### src/rtl/if_id_skid_reg.sv
// IF/ID pipeline register with a valid/ready handshake and a two-entry
// (main + skid) buffer. It also provides flush, bubble insertion and
// saturating stall/flush performance counters.
module if_id_skid_reg #(
  parameter int                 INSTR_W   = 32,
  parameter int                 PC_W      = 32,
  parameter logic [INSTR_W-1:0] NOP_INSTR = 32'h0000_0000,
  parameter int                 CNT_W     = 16
) (
  input  logic               i_clk,
  input  logic               i_rst,
  input  logic               i_valid,
  output logic               o_ready,
  input  logic [PC_W-1:0]    i_PCplus4,
  input  logic [INSTR_W-1:0] i_instrIn,
  input  logic               i_stall,
  input  logic               i_IF_flush,
  output logic               o_valid,
  output logic [INSTR_W-1:0] o_instrOut,
  output logic [PC_W-1:0]    o_PCplus4Out,
  output logic [CNT_W-1:0]   o_stall_cnt,
  output logic [CNT_W-1:0]   o_flush_cnt
);

  logic               r_main_valid;
  logic [INSTR_W-1:0] r_main_instr;
  logic [PC_W-1:0]    r_main_pc;
  logic               r_skid_valid;
  logic [INSTR_W-1:0] r_skid_instr;
  logic [PC_W-1:0]    r_skid_pc;
  logic [CNT_W-1:0]   r_stall_cnt;
  logic [CNT_W-1:0]   r_flush_cnt;

  logic w_accept;
  logic w_consume;
  logic w_advance;
  logic w_capture;

  // A full skid is the only thing that blocks fetch, so a second beat
  // can never arrive while the skid is occupied.
  assign o_ready   = ~r_skid_valid & ~i_rst;
  assign w_accept  = i_valid & o_ready;
  assign w_consume = r_main_valid & ~i_stall;
  assign w_advance = ~r_main_valid | w_consume;
  assign w_capture = ~i_IF_flush & ~w_advance & w_accept;

  // NOTE: every sequential block uses non-blocking assignments so all
  // registers update from the same pre-edge values, with no order dependence.
  always_ff @(posedge i_clk) begin
    if (i_rst) begin
      r_main_valid <= 1'b0;
      r_main_instr <= NOP_INSTR;
      r_main_pc    <= '0;
      r_skid_valid <= 1'b0;
    end else if (i_IF_flush) begin
      r_main_valid <= 1'b0;
      r_main_instr <= NOP_INSTR;
      r_main_pc    <= i_PCplus4;
      r_skid_valid <= 1'b0;
    end else if (w_advance) begin
      if (r_skid_valid) begin
        r_main_valid <= 1'b1;
        r_main_instr <= r_skid_instr;
        r_main_pc    <= r_skid_pc;
        r_skid_valid <= 1'b0;
      end else if (w_accept) begin
        r_main_valid <= 1'b1;
        r_main_instr <= i_instrIn;
        r_main_pc    <= i_PCplus4;
      end else begin
        r_main_valid <= 1'b0;
        r_main_instr <= NOP_INSTR;
      end
    end else if (w_accept) begin
      r_skid_valid <= 1'b1;
    end
  end

  // NOTE: the skid payload has no reset; it is only ever read while
  // r_skid_valid is set, and that flag is reset.
  always_ff @(posedge i_clk) begin
    if (w_capture) begin
      r_skid_instr <= i_instrIn;
      r_skid_pc    <= i_PCplus4;
    end
  end

  always_ff @(posedge i_clk) begin
    if (i_rst) begin
      r_stall_cnt <= '0;
      r_flush_cnt <= '0;
    end else begin
      if (r_main_valid && i_stall && !i_IF_flush && (r_stall_cnt != '1))
        r_stall_cnt <= r_stall_cnt + 1'b1;
      if (i_IF_flush && (r_flush_cnt != '1))
        r_flush_cnt <= r_flush_cnt + 1'b1;
    end
  end

  assign o_valid      = r_main_valid;
  assign o_instrOut   = r_main_instr;
  assign o_PCplus4Out = r_main_pc;
  assign o_stall_cnt  = r_stall_cnt;
  assign o_flush_cnt  = r_flush_cnt;

endmodule

### config.mk
export PLATFORM = sky130hd
export DESIGN_NAME = if_id_skid_reg
export DESIGN_NICKNAME = d
export VERILOG_FILES = /design/src/rtl/if_id_skid_reg.sv
export SDC_FILE = /design/constraint.sdc
export NUM_CORES = 1
export LEC_CHECK = 0
export CORE_MARGIN = 2
export CORE_UTILIZATION = 30
export DETAILED_ROUTE_END_ITERATION = 10
export DONT_BUFFER_PORTS = 1
export RECOVER_POWER = 25
export REMOVE_ABC_BUFFERS = 1
export SETUP_SLACK_MARGIN = 0.15
export SKIP_CTS_REPAIR_TIMING = 1
export SYNTH_ARGS = -nofsm -noshare
export SYNTH_HDL_FRONTEND = slang
export SYNTH_SLANG_ARGS = --single-unit
### constraint.sdc
create_clock -name i_clk -period 3.7 [get_ports i_clk]
set_input_delay 0.74 -clock i_clk [delete_from_list [all_inputs] [get_ports i_clk]]
set_output_delay 0.74 -clock i_clk [all_outputs]
set_load 0.01 [all_outputs]
---- Yosys cells after proc, flatten, opt, wreduce, memory -nomap -nowiden ----
Cells that the tools add are included.
word-level totals
  register bits ........................... 162
  output and inout port bits .............. 98
  logic and storage cells ................. 42
operators by class
  add/subtract/negate cells ............... 2
  equality and inequality tests ........... 2
  mux-type cells .......................... 8
  bitwise operators ....................... 12
  reductions and logical operators ........ 10
operators by type and width
  operator               number
  $mux 32                6
  $add 16x1->16 const B  2
  $ne 16x16->1 const B   2
  $not 1->1              6
  $and 1x1->1            5
  $logic_and 1x1->1      4
  $reduce_bool 3->1      1
  $reduce_or 3->1        1
  $mux 1                 2
  $reduce_and 2->1       1
  $reduce_bool 2->1      1
  $reduce_or 2->1        1
  $logic_not 1->1        1
  $or 1x1->1             1

---- Logic depth before layout (Yosys ltp) ----
  depth in word-level cells ............... 7
  gate-level depth with buffers ........... 7

---- Worst setup path before layout ----
OpenSTA, ideal clock, no wires.
  kind .................................... input to register
  start point ............................. input i_rst
  end point ............................... register r_skid_instr[0], enable pin
  library setup time ...................... 429 ps
  arrival time ............................ 2,927 ps
  required time ........................... 3,271 ps
  setup slack ............................. 344 ps
  cell stages on the path ................. 3
  path buffers ............................ 1
  cells stage by stage .................... nor3b_2 -> clkbuf_1 -> and2_1
between the ends
  longest elaborated chain between the ends .. 4
RTL lines
  item                  RTL line  text
  from (decl)           11        input logic i_rst,
  $not 1->1             41        assign o_ready = ~r_skid_valid & ~i_rst;
  $and 1x1->1           41
  $and 1x1->1           42        assign w_accept = i_valid & o_ready;
  $and 1x1->1           45        assign w_capture = ~i_IF_flush & ~w_advance & w_accept;
  net w_capture         37        logic w_capture;
  to (signal assigned)  83        r_skid_instr <= i_instrIn;
  to (decl)             29        logic [INSTR_W-1:0] r_skid_instr;
The timed path passes the listed nets, and every way through them passes these cells.
A chain may end at the register's enable or synchronous reset.

---- Worst setup path in the final report ----
  start point ............................. register r_skid_valid
  end point ............................... register r_main_pc[2] (netlist: o_PCplus4Out[2])
between the ends
  longest elaborated chain between the ends .. 5
  elaborated cells on any way between the ends .. 8
  those cells by class .................... 3 x mux; 3 x bitwise; 2 x reduce/logical
RTL lines
  item                                RTL line  text
  from (decl)                         28        logic r_skid_valid;
  from (signal assigned)              54        r_skid_valid <= 1'b0;
  from (signal assigned)              59        r_skid_valid <= 1'b0;
  from (signal assigned)              65        r_skid_valid <= 1'b0;
  $not 1->1                           41
  $and 1x1->1                         41
  $and 1x1->1                         42
  $reduce_bool 3->1 (no source line)  --
  $reduce_and 2->1 (no source line)   --
  to (signal assigned)                58        r_main_pc <= i_PCplus4;
  to (signal assigned)                64        r_main_pc <= r_skid_pc;
  to (signal assigned)                69        r_main_pc <= i_PCplus4;
  to (decl)                           27        logic [PC_W-1:0] r_main_pc;
Several ways; a longest one is shown, not always the timed one. The select of a mux whose other input is x is not followed.

==> impl_metrics.py <==
metrics = {
    "worst_setup_path": {
        "reg2reg_depth": 4,
        "crit_start": "r_skid_valid$_SDFFE_PP0N_",
        "r2r_slack_ns": 1.03,
        "cp.arrival_ns": 2.90,
        "cp.required_ns": 3.94,
        "end_kind": "register",
        "critPathLaunchType": "register",
        "worst-setup-path-type": "reg -> reg",
        "timing.rr.end": "o_PCplus4Out[2]$_SDFFE_PP0P_",
        "worst_r2r_startpoint": "r_skid_valid$_SDFFE_PP0N_",
        "cp-endpoint": "o_PCplus4Out[2]$_SDFFE_PP0P_",
        "path_max_fanout": 32,
    },
    "clock_network": {
        "clk_latency_ns": 0.41,
        "cts_sinks": 162,
        "clk_path_buf_depth": 2,
        "cts_tree": "built",
        "cts-buffers-inserted": 17,
        "cts.clk_slew.worst_paths_ns": 0.07,
        "htreeDepth": 4,
        "cts-root-buf": "clkbuf_16",
    },
    "drt": {
        "finalWirelength_um": 16300,
        "ant_nets": 0,
        "first_iter_violations": 400,
        "via_per_inst": 5.55,
        "num_vias": 4664,
        "drc_errors": 6,
        "wire_per_inst_um": 19.3,
        "dr.pass1.iters": 11,
    },
    "power": {
        "vdd_drop_max_mv": 0.266,
        "p_leak_nw": 2.39,
        "power_mw": 3.90,
        "power.density_nw_per_um2": 529,
    },
    "logic_synthesis": {
        "syn_inst": 569,
        "ys.flop_type": "dfxtp_1",
        "yosysWarnings": 0,
        "synth_edf_count": 64,
        "synth_cell_type_count": 58,
        "syn_area_um2": 6560,
        "syn_area_per_cell_um2": 11.5,
        "async_flop_share_pct": 0,
        "yosysSeqAreaShare_pct": 59.2,
        "synth_seq_cells": 162,
    },
    "sta": {
        "period_share_pct": 72.0,
        "slew_headroom_pct": -39.1,
        "layout_setup_ws_ns": 1.03,
        "slew_violations": 35,
        "max_freq_mhz": 375,
        "final-hold-violation-count": 0,
        "layout_min_cycle_time_ns": 2.67,
        "worst_pin_slew_ns": 2.09,
        "rsz0062_at_grt": "false",
        "skew_ns": 0.0125,
        "setup_viol": 0,
    },
    "final_layout": {
        "fin_util_pct": 34.1,
        "multi_input_area_um2": 2460,
        "regArea_um2": 3880,
        "antennaDiodeCount": 0,
        "final_nets": 619,
        "synthToLayoutAreaGrowth_pct": 12.6,
        "final_layout_size_suffix_gt1_share_pct": 10.2,
        "nFillCells": 2137,
    },
    "floorplan": {
        "std_cell_rows": 54,
        "die-area_um2": 23100,
        "die_w_um": 152,
        "start_util_pct": 30.3,
        "num_io_pins": 167,
        "fp.dieH_um": 152,
        "core_um2": 21600,
    },
    "global_routing": {
        "antenna_found_initial": 0,
        "grt_pass1_vias": 4585,
        "grt_max_degree": 75,
        "grt_first_pass_wirelength_um": 25900,
        "grt_usage_pct": 13.9,
        "grt_overflow": 0,
    },
    "job": {
        "drv_cap": 1,
    },
    "placed_design": {
        "post-dp-hpwl_um": 10800,
        "dpl_worst_slack_ns": 0.973,
        "io_buffers": 0,
        "finalWeightedCongestion": 0.792,
    },
    "run_status": {
        "violations": "DRC, capacitance limit, slew limit",
        "status": "complete, but fails checks",
    },
    "worst_hold_path": {
        "hp-class": "in -> reg",
    },
}
-- worst min-delay path by stage --
stage	startpoint	to	slack [ns]	cells past startpoint
detailed placement	o_instrOut[1]$_SDFFE_PP0P_	o_instrOut[1]$_SDFFE_PP0P_	0.54	2
finish	i_rst	o_flush_cnt[12]$_SDFFE_PP0P_	0.40	1
global placement	r_skid_instr[31]$_DFFE_PP_	o_instrOut[31]$_SDFFE_PP0P_	0.53	2
global route	i_rst	o_flush_cnt[12]$_SDFFE_PP0P_	0.36	1
floorplan	r_skid_instr[31]$_DFFE_PP_	o_instrOut[31]$_SDFFE_PP0P_	0.50	2
CTS	i_rst	o_flush_cnt[12]$_SDFFE_PP0P_	0.37	1
-- routing by layer --
| layer | up-vias | GRT usage, % | routed length [um] |
|---|---|---|---|
| met3 | 17 | 6.22 | 1550 |
| met1 | 2275 | 16.5 | 6720 |
| met5 | - | 0 | 0 |
| met2 | 178 | 22.4 | 7740 |
| met4 | 0 | 4.72 | 256 |
| li1 | 2194 | - | - |
-- critical path, stage by stage, from the launching register on --
cell,delay (ns)
dfxtp_1,0.89
buf_4,0.37
o21a_1,0.17
or2_1,0.87
a211oi_1,0.18
-- Yosys cell counts (2+ instances only) --
cell type / instances / area (um^2)
a211oi_1: 38 / 285
a21oi_1: 11 / 55.1
a222oi_1: 32 / 320
a311oi_1: 2 / 17.5
a31oi_1: 7 / 43.8
and2_1: 2 / 12.5
and3_1: 7 / 43.8
and4_1: 6 / 52.6
buf_1: 2 / 7.51
buf_2: 12 / 60.1
buf_4: 4 / 30.0
clkbuf_1: 29 / 109
dfxtp_1: 98 / 1960
edfxtp_1: 64 / 1920
ha_1: 2 / 25.0
inv_1: 3 / 11.3
mux2_2: 3 / 33.8
mux2i_1: 34 / 340
nand2_1: 10 / 37.5
nand2b_1: 2 / 12.5
nand3_1: 8 / 40.0
nand3b_1: 2 / 15.0
nand4_1: 8 / 50.1
nor2_1: 50 / 188
nor2b_1: 7 / 43.8
nor3_1: 74 / 370
nor4_1: 4 / 25.0
nor4_2: 2 / 25.0
o21ai_0: 6 / 30.0
o31ai_1: 3 / 22.5
or3_1: 5 / 31.3
or4_1: 3 / 22.5
xnor2_1: 2 / 17.5
xor2_1: 3 / 26.3
-- power by group --
part	switching, mW	total [mW]	internal [mW]	leakage [nW]
registers	0.0533	1.95	1.89	1.38
clock network	0.749	1.84	1.09	0.295
logic	0.0668	0.118	0.0515	0.718
-- area by class of cell --
| class | count | share of cell area, % |
|---|---|---|
| clock buffers | 18 | 5.95 |
| clock inverters | 14 | 2.41 |
| inverters | 3 | 0.153 |
| multi-input cells | 356 | 33.3 |
| flip-flops and latches | 162 | 52.6 |
| well taps | 280 | 4.75 |
| repair buffers | 8 | 0.814 |
-- kinds of logic (layout without fill, tap and decap cells) --
family,Yosys count,count (layout),share of synthesized area (%)
AO/OA/AOI/OAI,108,108,13.2
AND/OR/NAND/NOR,202,202,16.9
buffers and inverters,51,43,3.49
adder cells (fa/ha/maj),2,2,0.382
XOR/XNOR,5,5,0.668
flip-flops,162,162,59.2
multiplexers,39,39,6.11
-- cell usage in the layout, fill, tap and decap left out, types with 7 or more instances in the layout --
| cell type | netlist | layout |
|---|---|---|
| dfxtp_1 | 98 | 98 |
| nor3_1 | 74 | 74 |
| edfxtp_1 | 64 | 64 |
| nor2_1 | 50 | 50 |
| a211oi_1 | 38 | 38 |
| mux2i_1 | 34 | 34 |
| a222oi_1 | 32 | 32 |
| clkbuf_16 | 0 | 17 |
| a21oi_1 | 11 | 11 |
| nand2_1 | 10 | 10 |
| nand3_1 | 8 | 8 |
| nand4_1 | 8 | 8 |
| buf_4 | 4 | 8 |
| and3_1 | 7 | 7 |
| a31oi_1 | 7 | 7 |
-- registers in the layout (all words and copies together) (netlist names) --
name,flops
o_PCplus4Out,32
o_instrOut,32
r_skid_instr,32
r_skid_pc,32
o_flush_cnt,16
o_stall_cnt,16
o_valid,1
r_skid_valid,1
-- metrics by stage --
step | instance area [um^2] | cells | TNS, ns | hold WS, ns
floorplan | 6340 | 521 | -10.25 | 0.504
CTS | 7380 | 841 | 0 | 0.375
finish | 7380 | 841 | 0 | 0.397
detailed placement | 6760 | 809 | 0 | 0.536
global route | 7380 | 841 | 0 | 0.358
global placement | 6760 | 809 | 0 | 0.531
Power figures use the tool's default switching activity.
==> variant 1 (same settings) <==
`INSTR_W`: 32 -> 64.
--- a/src/rtl/if_id_skid_reg.sv
+++ b/src/rtl/if_id_skid_reg.sv
@@ -2,7 +2,7 @@
 // (main + skid) buffer. It also provides flush, bubble insertion and
 // saturating stall/flush performance counters.
 module if_id_skid_reg #(
-  parameter int                 INSTR_W   = 32,
+  parameter int                 INSTR_W   = 64,
   parameter int                 PC_W      = 32,
   parameter logic [INSTR_W-1:0] NOP_INSTR = 32'h0000_0000,
   parameter int                 CNT_W     = 16
Interface: changed (resized i_instrIn and o_instrOut); port bits go from 167 to 231. No check against the original RTL was run, so the function may have changed too.
==> variant 1 against the unedited design <==
The flow finishes with violations (capacitance limit, slew limit); combinational power up 32%; total power grew 38%; routed wire length rose by 40%; sequential cell count grew 64; die area grew 30%; clock power up 36%; setup slack better by 0.13 ns; clock skew increased by 0.0093 ns; utilization up 0.82 points; cell area grew 33%; synthesized area increased by 31%; critical path type is now input pin to flip-flop; largest cell class unchanged; highest routed layer unchanged.
==> variant 1: results (changes against the unedited design) <==
| Metric | Value |
|---|---|
| Run status | `finished with violations` |
| Violated checks | `capacitance limit, slew limit` |
| Net count of the finished layout | `823 (+33%)` |
| Endpoint with the worst hold slack | `o_stall_cnt[8]` |
| Number of buffers created by CTS | `26 (+9)` |
| Clock tree buffer depth | `3 (+1)` |
| Worst hold slack | `0.280 ns (-0.117 ns)` |
| Most numerous cell types in the synthesized netlist | `dfxtp_1 (130), nor3_1 (101), edfxtp_1 (96), nor2_1 (79), a221oi_1 (64)` |
| Worst r2r dst | `o_PCplus4Out[19]` |
| Cell leakage power | `0.00314 uW (+31%)` |
| H-tree depth reported by CTS | `1 (-3)` |
| Slew Viols, Final | `36 (+2.9%)` |
| Clock latency reported for the late side of the worst-skew pair | `0.54 ns (+0.13 ns)` |
| Routed metal-1 wire length | `9040 um (+35%)` |
| Complex-gate fraction of the synthesized area | `13.0% (-0.16 points)` |
| Critical Path AT | `2.96 ns (+0.06 ns)` |
| Sequential cell area fraction in the yosys report | `63.9% (+4.6 points)` |
| Multiplexer area fraction after synthesis | `4.22% (-1.9 points)` |
| Delay contributed by the slowest stage of the critical path | `1.59 ns (+0.70 ns)` |
| Wire per inst | `20.3 um (+5.1%)` |
| Post-synthesis xor/xnor area fraction | `0.204% (-0.46 points)` |
| Number of design-rule violations left by the first detailed-router iteration | `220 (-45%)` |
| Half-perimeter wire length after detailed placement | `14,400 um (+34%)` |
| Number of max-capacitance violations reported | `1 (unchanged)` |
| Main area contributors after synthesis | `edfxtp_1 (34%), dfxtp_1 (30%), a221oi_1 (6.5%)` |
| IR Drop Worst-Case VDD | `352 uV (+32%)` |
| Met3 WL post-DR | `2820 um (+81%)` |
| Master of the slowest instance on the critical path | `or2_0` |
| Count of TritonRoute iterations in the first routing pass | `4 (-7)` |
| Placer's final routability congestion estimate | `0.730 (-7.7%)` |
| Gr usage total | `14.5% (+0.64 points)` |
| Clock skew after layout | `0.0218 ns (+0.00927 ns)` |
| Global-route wire length before repair | `35,400 um (+37%)` |
| Met2 Track Usage GR | `22.7% (+0.36 points)` |
| Maximum fanout encountered on the critical timing path | `71 (+120%)` |
## variant 1: cell type report
type                            instances  area, um2
Multi-Input combinational cell        448       2840
Inverter                                6       22.5
Clock inverter                         20        190
Sequential cell                       226       5490
Timing Repair Buffer                   12        115
Fill cell                            2805      18200
Tap cell                              378        473
Clock buffer                           28        658
## variant 1: power breakdown
part / internal [uW] / switching, uW / leakage (uW) / total, uW
clock: 1440 / 1060 / 0.000401 / 2500
sequential: 2650 / 62.3 / 0.00192 / 2710
combinational: 63.6 / 92.6 / 0.000814 / 156
total: 4150 / 1220 / 0.00314 / 5370
## variant 1: worst max path at each step
stage                  endpoint  depth (start not counted)         start
3_3_place_gp    o_stall_cnt[15]                          4    i_IF_flush
6_report         o_instrOut[25]                          3         i_rst
4_1_cts        o_PCplus4Out[19]                          4  r_skid_valid
5_1_grt          o_instrOut[25]                          3         i_rst
3_5_place_dp    o_stall_cnt[15]                          4    i_IF_flush
2_1_floorplan   o_PCplus4Out[0]                          4  r_skid_valid
## variant 1: kinds of logic (layout without fill, tap and decap cells)
group	Yosys count	count (layout)
xor gates and xnor gates	2	2
muxes	36	36
and+or+nand+nor	260	260
adders and majority gates	2	2
DFF	226	226
buffers and inverters	71	66
AOI/OAI and AO/OA	148	148
## variant 1: worst max-delay path, delay by kind of cell
kind | cells | cell delay [ns]
simple gates | 2 | 1.68
buf+inv | 1 | 0.47
## variant 1: stage by stage
stage	cells	setup TNS, ns	instance area (um2)	total power (uW)	worst slack (ns)
global placement	1070	0	8950	2920	1.23
floorplan	680	-381.29	8340	2870	-2.36
finish	1118	0	9790	5370	1.17
global route	1118	0	9790	5570	0.880
CTS	1118	0	9800	5460	1.41
detailed placement	1070	0	8950	2920	1.23
==> variant 2 (same settings) <==
Made on the original files. Register the output `o_flush_cnt` once more, with the module's reset; this adds one clock of latency there. The other outputs are not delayed to match.
--- a/src/rtl/if_id_skid_reg.sv
+++ b/src/rtl/if_id_skid_reg.sv
@@ -101,7 +101,13 @@
   assign o_instrOut   = r_main_instr;
   assign o_PCplus4Out = r_main_pc;
   assign o_stall_cnt  = r_stall_cnt;
-  assign o_flush_cnt  = r_flush_cnt;
+  always_ff @(posedge i_clk) begin
+    if (i_rst) begin
+      o_flush_cnt <= '0;
+    end else begin
+      o_flush_cnt <= r_flush_cnt;
+    end
+  end
 
 endmodule
 
Check against the original RTL: not equivalent (Yosys sat finds a counterexample within 4 cycles, from zero or initial values and one cycle with i_rst high).
==> variant 2 against the unedited design <==
Total power up 9.7%; critical path type unchanged; setup slack improved by 0.30 ns; cell area is 5.3% higher; sequential cell count grew 16; count of clock-buffer cells in the layout up 2; die area rose by 4.5%; routed wire length up 1.1%; global-route usage fell by 0.29 points; synthesized area up 4.6%.
==> variant 2: results (changes against the unedited design) <==
| Metric | Value |
|---|---|
| Clock skew after layout | `0.0148 ns (+0.00226 ns)` |
| Pint | `3390 uW (+12%)` |
| Worst slack, placed | `1.04 ns (+0.0698 ns)` |
| Filler Cell Count | `2,226 (+4.2%)` |
| Master of the slowest instance on the critical path | `nor4_1` |
| Area of placed instances | `7110 um2 (+5.1%)` |
| Critical Path AT | `2.67 ns (-0.23 ns)` |
| Worst hold slack | `0.395 ns (-0.00214 ns)` |
| Instance count after placement with tap cells included | `841 (+4.0%)` |
| Worst r2r dst | `o_stall_cnt[10]` |
| Non-clock buffer instance count of the final layout | `9 (+1)` |
| Global-route wire length before repair | `25,500 um (-1.5%)` |
| Half-perimeter wire length after detailed placement | `10,300 um (-4.5%)` |
| Netlist cell types | `47 (-19%)` |
| Total of flip-flops plus latches after synthesis | `178 (+9.9%)` |
| Delay contributed by the slowest stage of the critical path | `0.78 ns (-0.11 ns)` |
| Cell family with most CP delay | `simple AND/OR/NAND/NOR gates` |
| Sequential cell area | `4200 um2 (+8.2%)` |
| Flop-to-flop setup slack | `1.34 ns (+0.30 ns)` |
| Run status | `finished clean` |
| Placer's final routability congestion estimate | `0.748 (-5.5%)` |
| Arithmetic-cell share of the synthesized area counting full adders, half adders and majority gates | `0.365% (-0.017 points)` |
| Multi-input gate share of total cell area | `31.6% (-1.7 points)` |
| Fraction of final layout cells sized beyond drive strength 1 | `9.86% (-0.30 points)` |
| Total Wirelength | `16,500 um (+1.1%)` |
| Non-filler cells in the finished layout | `873 (+3.8%)` |
| Number of multi-input combinational cells | `366 (+2.8%)` |
| Number of clock buffer instances in the layout | `20 (+2)` |
| Complex-gate fraction of the synthesized area | `12.1% (-1.1 points)` |
| Worst-margin pin slew | `1.11 ns (-0.979 ns)` |
| Pin count of the biggest net entering global routing | `89 (+19%)` |
| Sequential cell area fraction in the yosys report | `61.3% (+2.1 points)` |
| Final period util | `63.8% (-8.2 points)` |
| Maximum fanout encountered on the critical timing path | `7 (-78%)` |
| IR Drop Worst-Case VDD | `260 uV (-2.6%)` |
| Reg2Reg Depth | `5 (+1)` |
| Net count of the finished layout | `646 (+4.4%)` |
| Count of TritonRoute iterations in the first routing pass | `9 (-2)` |
| Endpoint with the worst hold slack | `o_flush_cnt[7]` |
| Number of global-route vias before repair | `4,427 (-3.4%)` |
| Final core area utilization | `34.4% (+0.31 points)` |
==> variant 2: cell types whose count changed in the layout (fill, tap and decap cells not counted), moves of 4 or more <==
cell / before / now
nor2b_1: 6 / 22
mux2_2: 3 / 11
nor2_1: 50 / 54
a31oi_1: 7 / 1
dfxtp_1: 98 / 114
and4_1: 6 / 2
and3_1: 7 / 3
==> variant 2: layer usage <==
layer	global-route usage (%)	part of all wire, %
met3	5.29	7.9
met2	20.4	47
met5	0	0
met1	17.3	43
met4	6.12	2.6
==> variant 2: power by group through the flow <==
| stage | clock [uW] | sequential [uW] | combinational, uW |
|---|---|---|---|
| 2_1_floorplan | 0 | 2150 | 90.3 |
| 3_3_place_gp | 0 | 2160 | 117 |
| 3_5_place_dp | 0 | 2160 | 119 |
| 4_1_cts | 2110 | 2120 | 119 |
| 5_1_grt | 2190 | 2120 | 133 |
| 6_report | 2050 | 2120 | 117 |
